$ cat config.mk
export PLATFORM = sky130hd
export DESIGN_NAME = multicycle_ctrl
export DESIGN_NICKNAME = d
export VERILOG_FILES = /design/src/rtl/ctrl_pkg.sv /design/src/rtl/multicycle_ctrl_alu_decoder.sv /design/src/rtl/multicycle_ctrl.sv
export SDC_FILE = /design/constraint.sdc
export NUM_CORES = 1
export LEC_CHECK = 0
export BUFFER_PORTS_ARGS = -buffer_cell sky130_fd_sc_hd__buf_2
export CORE_ASPECT_RATIO = 0.8
export CORE_MARGIN = 5
export CORE_UTILIZATION = 45
export DETAILED_ROUTE_END_ITERATION = 10
export GPL_ROUTABILITY_DRIVEN = 0
export PLACE_DENSITY = 0.85
export SLEW_MARGIN = 20
export SYNTH_ARGS = -nofsm -noshare
export SYNTH_HDL_FRONTEND = slang
export SYNTH_SLANG_ARGS = --single-unit
$ cat constraint.sdc
create_clock -name clk -period 5.01 [get_ports clk]
set_input_delay 0.7515 -clock clk [delete_from_list [all_inputs] [get_ports clk]]
set_output_delay 0.7515 -clock clk [all_outputs]
set_load 0.03 [all_outputs]
$ cat src/rtl/ctrl_pkg.sv
// rtl/ctrl_pkg.sv - opcode/funct constants, ALU codes, FSM states and pc_src encodings
package ctrl_pkg;
    localparam logic [5:0] OP_RTYPE = 6'b000000;
    localparam logic [5:0] OP_LW    = 6'b100011;
    localparam logic [5:0] OP_SW    = 6'b101011;
    localparam logic [5:0] OP_BEQ   = 6'b000100;
    localparam logic [5:0] OP_ADDI  = 6'b001000;
    localparam logic [5:0] OP_J     = 6'b000010;

    localparam logic [5:0] FN_ADD = 6'b100000;
    localparam logic [5:0] FN_SUB = 6'b100010;
    localparam logic [5:0] FN_AND = 6'b100100;
    localparam logic [5:0] FN_OR  = 6'b100101;
    localparam logic [5:0] FN_SLT = 6'b101010;

    localparam logic [2:0] ALU_AND  = 3'b000;
    localparam logic [2:0] ALU_OR   = 3'b001;
    localparam logic [2:0] ALU_ADD  = 3'b010;
    localparam logic [2:0] ALU_SUB  = 3'b110;
    localparam logic [2:0] ALU_SLT  = 3'b111;
    localparam logic [2:0] ALU_IDLE = 3'b000;

    localparam logic [1:0] PC_SRC_SEQ    = 2'b00;
    localparam logic [1:0] PC_SRC_BRANCH = 2'b01;
    localparam logic [1:0] PC_SRC_JUMP   = 2'b10;

    typedef enum logic [3:0] {
        S_FETCH, S_DECODE, S_EXEC_R, S_EXEC_I, S_MEM_ADDR, S_MEM_RD,
        S_MEM_WR, S_WB_ALU, S_WB_MEM, S_BRANCH, S_JUMP, S_ILLEGAL
    } state_e;

    typedef enum logic [1:0] {CLS_RTYPE, CLS_ADD, CLS_SUB, CLS_NONE} op_class_e;

    function automatic op_class_e op_class(input logic [5:0] opcode);
        case (opcode)
            OP_RTYPE:              return CLS_RTYPE;
            OP_ADDI, OP_LW, OP_SW: return CLS_ADD;
            OP_BEQ:                return CLS_SUB;
            default:               return CLS_NONE;
        endcase
    endfunction
endpackage

$ cat src/rtl/multicycle_ctrl_alu_decoder.sv
// rtl/multicycle_ctrl_alu_decoder.sv - maps (opcode class, funct) to the 3-bit ALU control code
module alu_decoder
    import ctrl_pkg::*;
(
    input  op_class_e   op_class_i,
    input  logic [5:0]  funct_i,
    output logic [2:0]  alu_ctrl_o
);
    always_comb begin
        alu_ctrl_o = ALU_IDLE;
        case (op_class_i)
            CLS_RTYPE: begin
                case (funct_i)
                    FN_ADD:  alu_ctrl_o = ALU_ADD;
                    FN_SUB:  alu_ctrl_o = ALU_SUB;
                    FN_AND:  alu_ctrl_o = ALU_AND;
                    FN_OR:   alu_ctrl_o = ALU_OR;
                    FN_SLT:  alu_ctrl_o = ALU_SLT;
                    default: alu_ctrl_o = ALU_ADD;
                endcase
            end
            CLS_ADD: alu_ctrl_o = ALU_ADD;
            CLS_SUB: alu_ctrl_o = ALU_SUB;
            default: alu_ctrl_o = ALU_IDLE;
        endcase
    end
endmodule

$ cat src/rtl/multicycle_ctrl.sv
// rtl/multicycle_ctrl.sv - multicycle MIPS-subset control FSM with mem_ready handshake
// Optional retired-instruction counter enabled by CTRL_PERF_CNT_EN.
module multicycle_ctrl
    import ctrl_pkg::*;
(
    input  logic        clk,
    input  logic        rst,
    input  logic [31:0] instr_in,
    input  logic        zero,
    input  logic        mem_ready,
    output logic        pc_en,
    output logic [1:0]  pc_src,
    output logic        reg_write_en,
    output logic        reg_dst,
    output logic        alu_src,
    output logic [2:0]  alu_ctrl,
    output logic        mem_write_en,
    output logic        mem_to_reg,
    output logic        illegal_instr,
    output logic [31:0] instret
);
    state_e     state_q, state_d;
    logic [5:0] opcode_q, funct_q;
    logic [2:0] dec_alu_ctrl;
    logic       mux_active;
    logic       unused_instr_bits;

    assign unused_instr_bits = ^instr_in[25:6];

    always_comb begin
        state_d = state_q;
        case (state_q)
            S_FETCH:  state_d = S_DECODE;
            S_DECODE: begin
                case (opcode_q)
                    OP_RTYPE:     state_d = S_EXEC_R;
                    OP_LW, OP_SW: state_d = S_MEM_ADDR;
                    OP_BEQ:       state_d = S_BRANCH;
                    OP_ADDI:      state_d = S_EXEC_I;
                    OP_J:         state_d = S_JUMP;
                    default:      state_d = S_ILLEGAL;
                endcase
            end
            S_EXEC_R, S_EXEC_I: state_d = S_WB_ALU;
            S_MEM_ADDR: state_d = (opcode_q == OP_LW) ? S_MEM_RD : S_MEM_WR;
            S_MEM_RD:   if (mem_ready) state_d = S_WB_MEM;
            S_MEM_WR:   if (mem_ready) state_d = S_FETCH;
            default:    state_d = S_FETCH;
        endcase
    end

    always_ff @(posedge clk) begin
        if (rst) begin
            state_q  <= S_FETCH;
            opcode_q <= '0;
            funct_q  <= '0;
        end else begin
            state_q <= state_d;
            if (state_q == S_FETCH) begin
                opcode_q <= instr_in[31:26];
                funct_q  <= instr_in[5:0];
            end
        end
    end

    alu_decoder u_alu_decoder (
        .op_class_i (op_class(opcode_q)),
        .funct_i    (funct_q),
        .alu_ctrl_o (dec_alu_ctrl)
    );

    // Mux selects stay stable from the execute/address cycle to the retiring cycle.
    always_comb begin
        mux_active = 1'b0;
        case (state_q)
            S_EXEC_R, S_EXEC_I, S_MEM_ADDR, S_MEM_RD, S_MEM_WR,
            S_WB_ALU, S_WB_MEM, S_BRANCH: mux_active = 1'b1;
            default: mux_active = 1'b0;
        endcase
    end

    // Reset masks every output so nothing fires in the cycle rst is sampled.
    always_comb begin
        pc_en         = 1'b0;
        pc_src        = PC_SRC_SEQ;
        reg_write_en  = 1'b0;
        reg_dst       = 1'b0;
        alu_src       = 1'b0;
        alu_ctrl      = ALU_IDLE;
        mem_write_en  = 1'b0;
        mem_to_reg    = 1'b0;
        illegal_instr = 1'b0;
        if (!rst) begin
            if (mux_active) begin
                alu_ctrl   = dec_alu_ctrl;
                reg_dst    = (opcode_q == OP_RTYPE);
                alu_src    = (opcode_q == OP_ADDI) || (opcode_q == OP_LW) || (opcode_q == OP_SW);
                mem_to_reg = (opcode_q == OP_LW);
            end
            case (state_q)
                S_WB_ALU, S_WB_MEM: begin
                    reg_write_en = 1'b1;
                    pc_en        = 1'b1;
                end
                S_MEM_WR: begin
                    mem_write_en = mem_ready;
                    pc_en        = mem_ready;
                end
                S_BRANCH: begin
                    pc_en  = 1'b1;
                    pc_src = zero ? PC_SRC_BRANCH : PC_SRC_SEQ;
                end
                S_JUMP: begin
                    pc_en  = 1'b1;
                    pc_src = PC_SRC_JUMP;
                end
                S_ILLEGAL: begin
                    pc_en         = 1'b1;
                    illegal_instr = 1'b1;
                end
                default: ;
            endcase
        end
    end

`ifdef CTRL_PERF_CNT_EN
    logic [31:0] instret_q;

    always_ff @(posedge clk) begin
        if (rst)
            instret_q <= '0;
        else if (pc_en)
            instret_q <= instret_q + 32'd1;
    end

    assign instret = instret_q;
`else
    assign instret = '0;
`endif
endmodule

==> results.md <==
* Outcome: completed
* Sort of element at the start of the critical path: flop
* Biggest fanout along the worst timing path at 4
* Number of hold buffers added after cts at 0
* Top-area cell type share of the netlist area at 0.278
* Max-Cap Viols at 0
* Worst setup margin at approximately 2.2 ns
* Insertion delay of the later-clocked pin in the worst-skew pair at 0.30 ns
* Via density at 4.85
* IR Drop Worst-Case VDD at 0.183 mV
* Part of the total power dissipated in the clock network at 0.108
* Post-route minimum period at 2.81 ns
* Pleak at 0.598 nW
* Number of failing hold endpoints at the final stage at 0
* DR iter-0 viols at 64
* Post-CTS setup buffer count at 0
* Cell type of the slowest stage on the worst timing path: sky130_fd_sc_hd__dfxtp_1
* Flip-flop and latch count after synthesis at 17
* WL final at 2560 um
* Unrepaired setup endpoints after global routing: false
* Layout area overhead at 4.40%
* Initial antenna violation count at 0
* Initial core utilization at 0.485
* GR Overflow Total at 0
* Wire length per cell after detailed routing at approximately 12 um
* Number of synthesized flops with an enable pin at 0
* Fraction of final layout cells with drive strength greater than 1 at 0.210
* Comb power frac at 0.530
* Power Density at 542 nW/um^2
* Die boundary height at 56.6 um
* Switching power at around 340 uW
* Number of filler instances in the final layout at about 280
* Net count of the finished layout at 225
* Total CTS buffers at 3
* Placed cell count at 218
* Final routed DRC violation total at 0
* Worst EP arrival at 2.05 ns
* Most frequently used flop master after synthesis: sky130_fd_sc_hd__dfxtp_1
* Total via count after detailed routing at 1076
* Cell chain of the critical path: nor3_2 > and2_1 > ha_1 > and3b_1 > nor4b_1 > buf_2
* Area of the die at ~3900 um^2
* Sw Share at 0.490
* Maximum clock frequency at around 360 MHz
* Fin cells at ~220
* Post-Syn Area per Cell at 7.55 um^2
* Final period util at 0.560
* Synth area leader: sky130_fd_sc_hd__dfxtp_1
* CTS Buffer Depth at 2
* Placed wire-length estimate after detailed placement at around 2000 um
* Mapped cell area at 1220 um^2
* Async S/R FF share, synth at 0
* Num ports at 80
* Maximum number of pins on one net before global-route repair at 22
* Count of antenna diodes in the layout at 0
* Required time worst endpoint at roughly 4.3 ns
* Unique masters post-synth at 41
* Length of the first detailed-routing pass in iterations at 4
* Aggregate global-route resource usage at 0.133
* Buffers on Ports at 27
* Leading post-synthesis cells by cell area: sky130_fd_sc_hd__dfxtp_1 (28%), sky130_fd_sc_hd__buf_4 (20%), sky130_fd_sc_hd__nand2_1 (8.0%), sky130_fd_sc_hd__a21oi_1 (6.6%), sky130_fd_sc_hd__nor3_1 (2.9%)
* Post-route ant nets at 0
* Total Negative Setup Slacks at 0 ns
* Core area at 2520 um^2
* Pre-CTS setup slack at 2.45 ns
* # rows at 16
* Kind of critical path: reg -> out
* Proportion of power drawn by flip-flops and latches at 0.362
* Depth of the CTS H-tree at 1
* Max-slew violation total from the final report at 0
* Clock skew at 0.00369 ns
* Wire length of the first global-routing pass at 4010 um
* Maximum cell stage delay along the critical path at 0.35 ns
* Synthesized instance count at 162
* Final setup fails at 0
* Number of sinks on the clock net at 17
* Clock transition at path regs at 0.10 ns
* Vias in the first global route at around 900
* P_int at 352 uW
* Horizontal die dimension at slightly below 70 um
* Category of the worst setup path capture point: output pin
* Cells resized by post-CTS repair at 0
* Count of synthesis-stage warnings from yosys at 0
* Overall power consumption at around 690 uW
* TritonCTS clock tree: built
* Share of synthesized area occupied by flip-flops and latches at 0.278
* Min-Delay Path Class: reg -> reg
* Clock root cell: sky130_fd_sc_hd__clkbuf_4
## state kept, by name, indices dropped and copies added (netlist names)
signal and count:
funct_q 6, mux_active 1, state_q 4, opcode_q 6
## critical path, delay by kind of cell, from the launching register on
family        cells  cell delay [ns]
fa+ha+maj         1             0.17
buf+inv           1             0.25
flops             1             0.35
simple gates      4             0.99
## layer usage
metal,vias to the layer above,GRT usage,wire length [um]
li1,541,-,-
met1,493,0.178,1150
met2,38,0.198,1180
met3,4,0.0399,199
met4,0,0.0510,38
met5,-,0,0
## synth_stat cells, drive strengths merged, types with 2 or more instances
cell type  number
a21oi          16
a31oi           2
a32oi           2
and3            5
buf            36
clkbuf          3
dfxtp          17
ha              2
inv             4
nand2          26
nand2b          5
nor2            9
nor3            8
nor3b           2
nor4            3
o211ai          2
o21ai           4
## cell families after synthesis
logic type      synth area share
compound gates             0.160
xor+xnor                  0.0143
fa+ha+maj                 0.0205
buf+inv                    0.239
flops                      0.278
other cells              0.00307
simple gates               0.285
## per-stage QoR
stage           util  hold WS [ns]  instance area [um^2]
3_3_place_gp   0.495         0.457                  1250
3_5_place_dp   0.495         0.472                  1250
6_report       0.506         0.484                  1280
4_1_cts        0.506         0.487                  1280
5_1_grt        0.506         0.511                  1280
2_1_floorplan      -         0.440                  1340
## cells in the final DEF, fill, tap and decap left out, types with 2 or more instances in the layout
cell type	netlist	final
sky130_fd_sc_hd__inv_1	3	3
sky130_fd_sc_hd__a31oi_1	2	2
sky130_fd_sc_hd__ha_1	2	2
sky130_fd_sc_hd__a21oi_1	16	16
sky130_fd_sc_hd__nor3b_1	2	2
sky130_fd_sc_hd__nor4_1	3	3
sky130_fd_sc_hd__clkbuf_4	0	3
sky130_fd_sc_hd__nand2_1	26	26
sky130_fd_sc_hd__nand2b_1	5	5
sky130_fd_sc_hd__o211ai_1	2	2
sky130_fd_sc_hd__buf_2	3	27
sky130_fd_sc_hd__o21ai_0	3	3
sky130_fd_sc_hd__conb_1	1	32
sky130_fd_sc_hd__dfxtp_1	17	17
sky130_fd_sc_hd__nor2_1	7	7
sky130_fd_sc_hd__a32oi_1	2	2
sky130_fd_sc_hd__and3_1	4	4
sky130_fd_sc_hd__nor3_1	7	7
## final timing paths
check                                 start          end  slack, ns  cells after the start
worst max-delay path            opcode_q[5]  alu_ctrl[0]       2.20                      6
worst min-delay path             funct_q[0]   funct_q[0]       0.48                      2
worst max register to register   state_q[0]   mux_active       3.51                      5
worst min register to register   funct_q[0]   funct_q[0]       0.48                      2
## power groups by stage
| stage | sequential (mW) | combinational [mW] | clock [mW] |
|---|---|---|---|
| after global placement | 0.248 | 0.358 | 0 |
| final | 0.250 | 0.366 | 0.0747 |
| after global routing | 0.258 | 0.415 | 0.0818 |
| after detailed placement | 0.251 | 0.368 | 0 |
| after CTS | 0.248 | 0.369 | 0.0764 |
| after floorplan | 0.223 | 0.338 | 0 |
## area by class of cell
class                           instances  area, um^2  area share
Multi-Input combinational cell        133         706       0.553
Sequential cell                        17         340       0.267
Timing Repair Buffer                   28         143       0.112
Tap cell                               36        45.0      0.0353
Clock buffer                            3        22.5      0.0176
Inverter                                4        15.0      0.0118
Clock inverter                          1        5.00     0.00392
Note: power is estimated with default switching activity, not from simulation.
